<file path="src/rtl/skinny4_inv_sbox_hpc2_pipe_pkg.sv">
// Shared types and constants for the masked inverse SKINNY-64 S-box pipeline.
// Build option: SKINNY_INV_SBOX_REFRESH_EN adds an output re-masking stage.
package skinny_masked_pkg;

`ifdef SKINNY_INV_SBOX_REFRESH_EN
  localparam int unsigned LAT     = 10;
  localparam int unsigned FRESH_W = 8;
`else
  localparam int unsigned LAT     = 9;
  localparam int unsigned FRESH_W = 4;
`endif

  localparam int unsigned NUM_LAYERS = 4;

  localparam logic [3:0] INV_S4 [16] = '{
    4'h3, 4'h4, 4'h6, 4'h8, 4'hC, 4'hA, 4'h1, 4'hE,
    4'h9, 4'h2, 4'h5, 4'h7, 4'h0, 4'hB, 4'hD, 4'hF
  };

  typedef struct packed {
    logic [3:0] s0;
    logic [3:0] s1;
  } share_pair_t;

  // Undoes the forward S-box's left rotation: {a,b,c,d} -> {d,a,b,c}.
  function automatic logic [3:0] rotr1(input logic [3:0] x);
    return {x[0], x[3:1]};
  endfunction

endpackage

</file>
<file path="src/rtl/skinny4_inv_sbox_hpc2_pipe_layer.sv">
// One NOR-XOR layer of the masked inverse S-box: bit0 ^= NOR(bit3, bit2) via an
// HPC2 AND gadget (2 register stages), then the inverse bit rotation.
module inv_nor_layer_hpc2
  import skinny_masked_pkg::*;
#(
  parameter bit LAST = 1'b0
) (
  input  logic        clk,
  input  share_pair_t x_i,
  input  logic        r_i,
  output share_pair_t y_o
);

  share_pair_t x1_q;
  share_pair_t x2_q;
  logic        r1_q;
  logic        bm0_q;
  logic        bm1_q;
  logic [2:0]  t0_q;
  logic [2:0]  t1_q;
  logic        a0;
  logic        a1;
  logic        b0;
  logic        b1;
  share_pair_t upd;

  // Stage 1: mask the b operand with fresh randomness, delay everything else.
  always_ff @(posedge clk) begin
    x1_q  <= x_i;
    r1_q  <= r_i;
    bm0_q <= ~x_i.s0[2] ^ r_i;
    bm1_q <=  x_i.s1[2] ^ r_i;
  end

  // NOR(a,b) = AND(~a,~b); complementing share 0 complements the shared value.
  assign a0 = ~x1_q.s0[3];
  assign a1 =  x1_q.s1[3];
  assign b0 = ~x1_q.s0[2];
  assign b1 =  x1_q.s1[2];

  // Stage 2: each product term gets its own register so glitches cannot combine them.
  always_ff @(posedge clk) begin
    x2_q <= x1_q;
    t0_q <= {a0 & b0, ~a0 & r1_q, a0 & bm1_q};
    t1_q <= {a1 & b1, ~a1 & r1_q, a1 & bm0_q};
  end

  always_comb begin
    upd       = x2_q;
    upd.s0[0] = x2_q.s0[0] ^ (^t0_q);
    upd.s1[0] = x2_q.s1[0] ^ (^t1_q);
    y_o       = upd;
    if (!LAST) begin
      y_o.s0 = rotr1(upd.s0);
      y_o.s1 = rotr1(upd.s1);
    end
  end

endmodule

</file>
<file path="src/rtl/skinny4_inv_sbox_hpc2_pipe.sv">
// First-order masked, fully pipelined inverse SKINNY-64 S-box (four HPC2 NOR-XOR layers).
// Build option: SKINNY_INV_SBOX_REFRESH_EN adds a registered output re-masking stage.
module skinny4_inv_sbox_hpc2_pipe
  import skinny_masked_pkg::*;
#(
  parameter int unsigned SECURITY_ORDER = 1
) (
  input  logic               clk,
  input  logic               rst_n,
  input  logic               in_valid,
  input  logic [3:0]         X_s0,
  input  logic [3:0]         X_s1,
  input  logic [FRESH_W-1:0] Fresh,
  output logic               out_valid,
  output logic [3:0]         Y_s0,
  output logic [3:0]         Y_s1,
  output logic [3:0]         in_flight
);

  if (SECURITY_ORDER != 1) begin : g_order_check
    $error("skinny4_inv_sbox_hpc2_pipe supports SECURITY_ORDER = 1 only");
  end

  share_pair_t        stage_x [NUM_LAYERS+1];
  share_pair_t        y_q;
  logic [LAT-1:0]     vld_q;
  logic [LAT-1:0]     vld_d;
  logic [3:0]         cnt_q;
  logic [3:0]         cnt_d;

  assign stage_x[0] = '{s0: X_s0, s1: X_s1};

  for (genvar g = 0; g < NUM_LAYERS; g++) begin : g_layer
    inv_nor_layer_hpc2 #(
      .LAST(g == NUM_LAYERS - 1)
    ) u_layer (
      .clk (clk),
      .x_i (stage_x[g]),
      .r_i (Fresh[g]),
      .y_o (stage_x[g+1])
    );
  end

`ifdef SKINNY_INV_SBOX_REFRESH_EN
  share_pair_t y_pre_q;

  always_ff @(posedge clk) begin
    y_pre_q <= stage_x[NUM_LAYERS];
  end

  // The same mask on both shares leaves the shared value untouched.
  always_ff @(posedge clk or negedge rst_n) begin
    if (!rst_n) begin
      y_q <= '0;
    end else begin
      y_q <= '{s0: y_pre_q.s0 ^ Fresh[7:4], s1: y_pre_q.s1 ^ Fresh[7:4]};
    end
  end
`else
  always_ff @(posedge clk or negedge rst_n) begin
    if (!rst_n) begin
      y_q <= '0;
    end else begin
      y_q <= stage_x[NUM_LAYERS];
    end
  end
`endif

  always_comb begin
    vld_d = {vld_q[LAT-2:0], in_valid};
    cnt_d = cnt_q + 4'(in_valid) - 4'(vld_q[LAT-1]);
  end

  always_ff @(posedge clk or negedge rst_n) begin
    if (!rst_n) begin
      vld_q <= '0;
      cnt_q <= '0;
    end else begin
      vld_q <= vld_d;
      cnt_q <= cnt_d;
    end
  end

  assign out_valid = vld_q[LAT-1];
  assign Y_s0      = y_q.s0;
  assign Y_s1      = y_q.s1;
  assign in_flight = cnt_q;

`ifndef SYNTHESIS
  // Unmasked shadow of the input, only ever observed by the assertions below.
  logic [3:0] shadow_q [LAT];

  always_ff @(posedge clk) begin
    shadow_q[0] <= X_s0 ^ X_s1;
    for (int unsigned k = 1; k < LAT; k++) begin
      shadow_q[k] <= shadow_q[k-1];
    end
  end

  a_function: assert property (@(posedge clk) disable iff (!rst_n)
    out_valid |-> ((Y_s0 ^ Y_s1) == INV_S4[shadow_q[LAT-1]]));

  a_occupancy: assert property (@(posedge clk) disable iff (!rst_n)
    in_flight <= 4'(LAT));
`endif

endmodule
</file>
<file path="config.mk">
export PLATFORM = sky130hd
export DESIGN_NAME = skinny4_inv_sbox_hpc2_pipe
export DESIGN_NICKNAME = d
export VERILOG_FILES = /design/src/rtl/skinny4_inv_sbox_hpc2_pipe_pkg.sv /design/src/rtl/skinny4_inv_sbox_hpc2_pipe_layer.sv /design/src/rtl/skinny4_inv_sbox_hpc2_pipe.sv
export SDC_FILE = /design/constraint.sdc
export NUM_CORES = 1
export LEC_CHECK = 0
export ABC_AREA = 1
export BUFFER_PORTS_ARGS = -buffer_cell sky130_fd_sc_hd__buf_2
export CAP_MARGIN = 20
export CORE_AREA = 2 2 89 91
export CTS_CLUSTER_SIZE = 10
export DETAILED_ROUTE_END_ITERATION = 8
export DIE_AREA = 0 0 91 93
export PLACE_DENSITY_LB_ADDON = 0.15
export SLEW_MARGIN = 15
export SYNTH_ARGS = -nofsm -noshare
export SYNTH_HDL_FRONTEND = slang
export SYNTH_SLANG_ARGS = --single-unit
</file>
<file path="constraint.sdc">
create_clock -name clk -period 1.6 [get_ports clk]
set_input_delay 0.08 -clock clk [delete_from_list [all_inputs] [get_ports clk]]
set_output_delay 0.08 -clock clk [all_outputs]
set_load 0.03 [all_outputs]
</file>
==> results of run 1 <==
[routing by layer]
metal	up-vias	part of all wire [%]	routed length, um	GRT usage (%)
li1	888	-	-	-
met1	757	40	1490	9.54
met2	35	52	1940	18.2
met3	9	5.1	190	5.24
met4	0	2.2	82	8.71
met5	-	0	0	0
[cells in the final DEF (no fill, tap or decap), drive strengths merged, types with 14 or more instances in the layout]
cell,Yosys,routed
nor2,14,14
dfrtp,21,21
xor2,21,21
xnor2,22,22
buf,0,28
dfxtp,100,100
clkbuf,0,17
inv,28,34
nand2,42,42
dlygate4sd3,0,14
[logic make-up (layout without fill, tap and decap cells)]
| group | after synthesis | in the layout |
|---|---|---|
| xor gates and xnor gates | 43 | 43 |
| adders and majority gates | 5 | 5 |
| buffers and inverters | 28 | 102 |
| DFF | 121 | 121 |
| and+or+nand+nor | 58 | 58 |
[final cells by class]
cell class,count,area [um^2]
clock buffer,17,414
clock inverter,15,211
fill,655,3160
inverter,28,105
multi-input combinational,106,692
sequential,121,2530
tap,102,128
timing repair buffer,42,283
[through the flow]
stage                     TNS, ns  std cells  utilization (%)
after detailed placement        0        384             47.4
after CTS                       0        430             57.7
after global placement          0        384             47.4
final                           0        431             58.0
after floorplan           -0.0341        255                -
after global routing            0        431             58.0
[worst paths after layout]
kind                                            from                          to  slack, ns  cells after the start
max in group asynchronous                      rst_n                in_flight[0]       1.19                      2
min reg2reg                g_layer[1].u_layer.y_o[4]  g_layer[2].u_layer.x1_q[4]       0.32                      0
max                                         vld_q[8]                in_flight[1]       0.07                      6
min in group clk                             X_s1[1]  g_layer[0].u_layer.x1_q[1]       0.22                      2
max reg2reg                                 vld_q[8]                in_flight[1]       0.07                      6
min                                            rst_n                in_flight[1]       0.07                      2
[worst max-delay path, cell delays in order (launching register included)]
cell and delay, ns:
dfrtp_2 0.42, ha_4 0.24, inv_2 0.07, ha_4 0.13
inv_2 0.04, fa_1 0.50, inv_1 0.04
[report_power, final]
part           switching [mW]  internal [mW]
clock                    1.34           2.56
combinational           0.709          0.558
sequential              0.295           3.58
total                    2.34           6.70
[what timing repair did]
| action | in CTS | in global routing |
|---|---|---|
| setup endpoints to repair | 2 | 2 |
| gates cloned | 0 | 0 |
| setup buffers | 0 | 1 |
| hold buffers | 14 | 0 |
| gates resized for setup | 2 | 4 |
| endpoints found under the hold margin | 43 | 0 |
| pin swaps | 0 | 1 |
[registers in the layout, indices dropped and copies added (netlist names), 8 cells and up]
register              cells
g_layer.u_layer.t0_q     12
g_layer.u_layer.t1_q     12
g_layer.u_layer.x1_q     24
g_layer.u_layer.x2_q      8
g_layer.u_layer.y_o      24
vld_q                     9
==> flow_metrics.tcl, run 1 <==
set metrics [dict create \
    status "completed" \
    finalWorstSetupSlack_ns 0.0674 \
    cts-root-buf "clkbuf_8" \
    viasPerCell 3.92 \
    synth_top_cell_by_area "dfxtp_1" \
    worstSetupStartpointType "flop" \
    core_um2 7530 \
    post_synth.cell_area_avg_um2 12.9 \
    synthFlopType "dfxtp_1" \
    grt_pass1_wl_um 6630 \
    vdd_ir_drop_max_mv 0.872 \
    place_ws_ns 0.00348 \
    synth_nets 275 \
    post_synth_xor_area_fraction_pct 11.4 \
    path_clk_slew_ns 0.06 \
    synth_compound_area_share_pct 0 \
    antenna_found_initial 0 \
    synthArstFlopShare_pct 17.4 \
    synth_top_area_share_pct 60.7 \
    skew_ns 0.00491 \
    cts_max_path_buffers 2 \
    grt_overflow 0 \
    yosys_warnings 0 \
    track_usage_pct 10.7 \
    clk_latency_ns 0.49 \
    hold_path.class "input port to async pin" \
    drtIter0Drc 54 \
    hold_ws_ns 0.0678 \
    area_growth_pct 32.2 \
    wire_per_inst_um 8.58 \
    period_needed_ns 1.53 \
    power_mw 9.04 \
    clock_sinks 121 \
    synth.cell_area_um2 3300 \
    maxSlewViolCount 0 \
    placed_area_um2 3560 \
    ant_nets 0 \
    final_nets 336 \
    crit_type "flop to flop" \
    port_buffers 27 \
    worst_pin_slew_ns 0.462 \
    synth_top_family_by_area "XOR/XNOR gates" \
    synth_edf_count 0 \
    fp.dieH_um 93 \
    synth_mux_area_share_pct 0 \
    cap_violations 0 \
    final.period_utilization_pct 95.8 \
    synth.distinct_cells 10 \
    grt_pass1_vias 1668 \
    wl_um 3700 \
    synth_commonest_cells "dfxtp_1 (100), nand2_1 (42), inv_1 (28)" \
    slew_headroom_pct 69.2 \
    gp_congestion 0.666 \
    start_util_pct 43.8 \
    max_freq_mhz 652 \
    htree_levels 4 \
    synthMostInstantiatedCell "dfxtp_1" \
    die_area_um2 8460 \
    vias 1689 \
    rsz0062_at_grt "no" \
    antenna_cells 0 \
    seq_area_frac_synth_pct 76.6 \
    yosys-top-cells-area "dfxtp_1 (61%), dfrtp_1 (16%), xnor2_1 (5.8%), xor2_1 (5.6%), nand2_1 (4.8%)" \
    synth_fa_ha_area_share_pct 2.12 \
    ioPinCount 28 \
    dr.pass1.iters 4 \
    power.density_nw_per_um2 2070 \
    die_x_um 91 \
    hold_viol_final 0 \
    synth-seq-cells 121 \
    grt_max_degree 22 \
    p_leak_nw 2.07 \
    drc_errors 0 \
    cp_max_fo 2 \
    yosys.area_share.simple_pct 6.67 \
    dpl.hpwl_um 2290 \
    critPathRequiredTime_ns 1.99 \
    end_kind "flop" \
    drive_above_1_share_pct 20.4 \
    setup_violations 0 \
    finalInstanceArea_um2 4360 \
    cts_tree "done" \
    cts-buffers-inserted 17 \
    syn_inst 255 \
    critPathArrivalTime_ns 1.92 \
    rows 32 \
]
Note: power is estimated with default switching activity, not from simulation.
==> run 2: changes to the inputs <==
--- a/config.mk
+++ b/config.mk
@@ -9,6 +9,7 @@
 export BUFFER_PORTS_ARGS = -buffer_cell sky130_fd_sc_hd__buf_2
 export CAP_MARGIN = 20
 export CORE_AREA = 2 2 89 91
+export CTS_BUF_LIST = sky130_fd_sc_hd__clkbuf_4
 export CTS_CLUSTER_SIZE = 10
 export DETAILED_ROUTE_END_ITERATION = 8
 export DIE_AREA = 0 0 91 93
==> run 2 against run 1 <==
Flip-flop and latch count is the same. Count of clock-buffer cells in the layout unchanged. Routed wire length down 1.0%. Final area decreased by 6.6%. Sequential power barely moved. First-iteration DRC count shrank 3.7%. Critical path type unchanged.
==> flow_metrics.tcl, run 2 (same netlist as run 1, synthesis figures left out) <==
set metrics [dict create \
    path_clk_slew_ns 0.11 \
    cp_slowest_cell "fa_1" \
    regToRegStartpoint "vld_q[8]" \
    track_usage_pct 10.5 \
    port_buffers 27 \
    die_x_um 91 \
    period_needed_ns 1.54 \
    cts_max_path_buffers 2 \
    ant_nets 0 \
    post-place-cells 384 \
    grt_pass1_vias 1658 \
    slew_headroom_pct 69.2 \
    drive_above_1_share_pct 20.4 \
    cts-buffers-inserted 17 \
    critPathBufInv 3 \
    gp_congestion 0.666 \
    cp.depth 6 \
    core_um2 7530 \
    htree_levels 4 \
    seqCellArea_um2 2530 \
    cp_top_family "adder cells" \
    cp_max_fo 2 \
    cts_tree "done" \
    grt_pass1_wl_um 6520 \
    fin_cells 431 \
    vias 1691 \
    viasPerCell 3.92 \
    reg2reg_to "in_flight[1]" \
    cap_violations 0 \
    fin_util_pct 54.2 \
    max_freq_mhz 647 \
    fp.dieH_um 93 \
    grt_overflow 0 \
    start_util_pct 43.8 \
    ioPinCount 28 \
    reg2reg_depth 6 \
    clk_latency_ns 0.49 \
    rsz0062_at_grt "no" \
    crit_type "flop to flop" \
    setup_violations 0 \
    final.period_utilization_pct 96.5 \
    die_area_um2 8460 \
    clock_sinks 121 \
    antenna_found_initial 0 \
    grt_max_degree 22 \
    dr.pass1.iters 5 \
    regToRegSetupSlack_ns 0.06 \
    rows 32 \
    critPathArrivalTime_ns 1.93 \
    power_mw 7.56 \
    worstSetupStartpointType "flop" \
    drtIter0Drc 52 \
    end_kind "flop" \
    drc_errors 0 \
    maxSlewViolCount 0 \
    dpl.hpwl_um 2290 \
    area_growth_pct 23.5 \
    critPathCapture "in_flight[1]" \
    skew_ns 0.0118 \
    n_fill_cell 696 \
    worst_pin_slew_ns 0.462 \
    hold_viol_final 0 \
    vdd_ir_drop_max_mv 0.830 \
    final_common_cell "dfxtp_1" \
    p_leak_nw 1.94 \
    final_nets 336 \
    crit_start "vld_q[8]" \
    critPathRequiredTime_ns 1.99 \
    multi_input_area_um2 692 \
    wire_per_inst_um 8.50 \
    finalSetupTns_ns 0 \
    hold_path.class "input port to async pin" \
    hold_ws_ns 0.0675 \
    final_cell_mix "dfxtp_1 (100), nand2_1 (42), buf_2 (27)" \
    antenna_cells 0 \
    power.density_nw_per_um2 1850 \
    cts-root-buf "clkbuf_4" \
    critPathMaxStageDelay_ns 0.50 \
    status "completed" \
    crit_chain "ha_4 -> inv_2 -> ha_4 -> inv_2 -> fa_1 -> inv_1" \
    wl_um 3660 \
]
[run 2: per-layer routing]
| layer | vias to the layer above | GRT usage, % | routed length [um] |
|---|---|---|---|
| met3 | 10 | 5.64 | 206 |
| met2 | 40 | 17.5 | 1920 |
| li1 | 887 | - | - |
| met5 | - | 0 | 0 |
| met4 | 0 | 7.95 | 91 |
| met1 | 754 | 9.65 | 1450 |
[run 2: final cells by class]
cell class | instances | share of cell area, %
well taps | 102 | 3.13
inverters | 28 | 2.58
clock inverters | 15 | 5.19
clock buffers | 17 | 3.13
multi-input cells | 106 | 17.0
flip-flops and latches | 121 | 62.1
repair buffers | 42 | 6.94
[run 2: power by group]
part,total (mW),internal [mW],switching [mW]
clock,2.42,1.28,1.15
sequential,3.86,3.57,0.293
combinational,1.27,0.563,0.710
[run 2: how the worst min path moves through the flow]
| stage | start | to | slack, ns | depth (start not counted) |
|---|---|---|---|---|
| global placement | rst_n | in_flight[1] | 0.06 | 1 |
| floorplan | rst_n | Y_s0[0] | -0.22 | 0 |
| global route | rst_n | Y_s1[1] | 0.04 | 2 |
| detailed placement | rst_n | in_flight[1] | 0.07 | 1 |
| CTS | rst_n | Y_s1[1] | 0.03 | 2 |
| finish | rst_n | Y_s1[1] | 0.07 | 2 |
[run 2: worst register-to-register path: stages, from the launching register on]
cell and delay [ns]:
dfrtp_2 0.44, ha_4 0.24, inv_2 0.06, ha_4 0.13, inv_2 0.04, fa_1 0.50, inv_1 0.04
[run 2: stage by stage]
| step | instance area (um^2) | setup slack, ns |
|---|---|---|
| after floorplan | 3300 | -0.0179 |
| after global placement | 3560 | 0.0581 |
| after detailed placement | 3560 | 0.00348 |
| after CTS | 4060 | 0.0233 |
| after global routing | 4080 | 0.00869 |
| final | 4080 | 0.0556 |
[run 2: repair_timing]
item	4_1_cts	5_1_grt
endpoints found under the hold margin	43	0
pin swaps	0	1
hold buffers	14	0
resized for setup	3	3
setup buffers	0	1
setup endpoints to repair	2	2
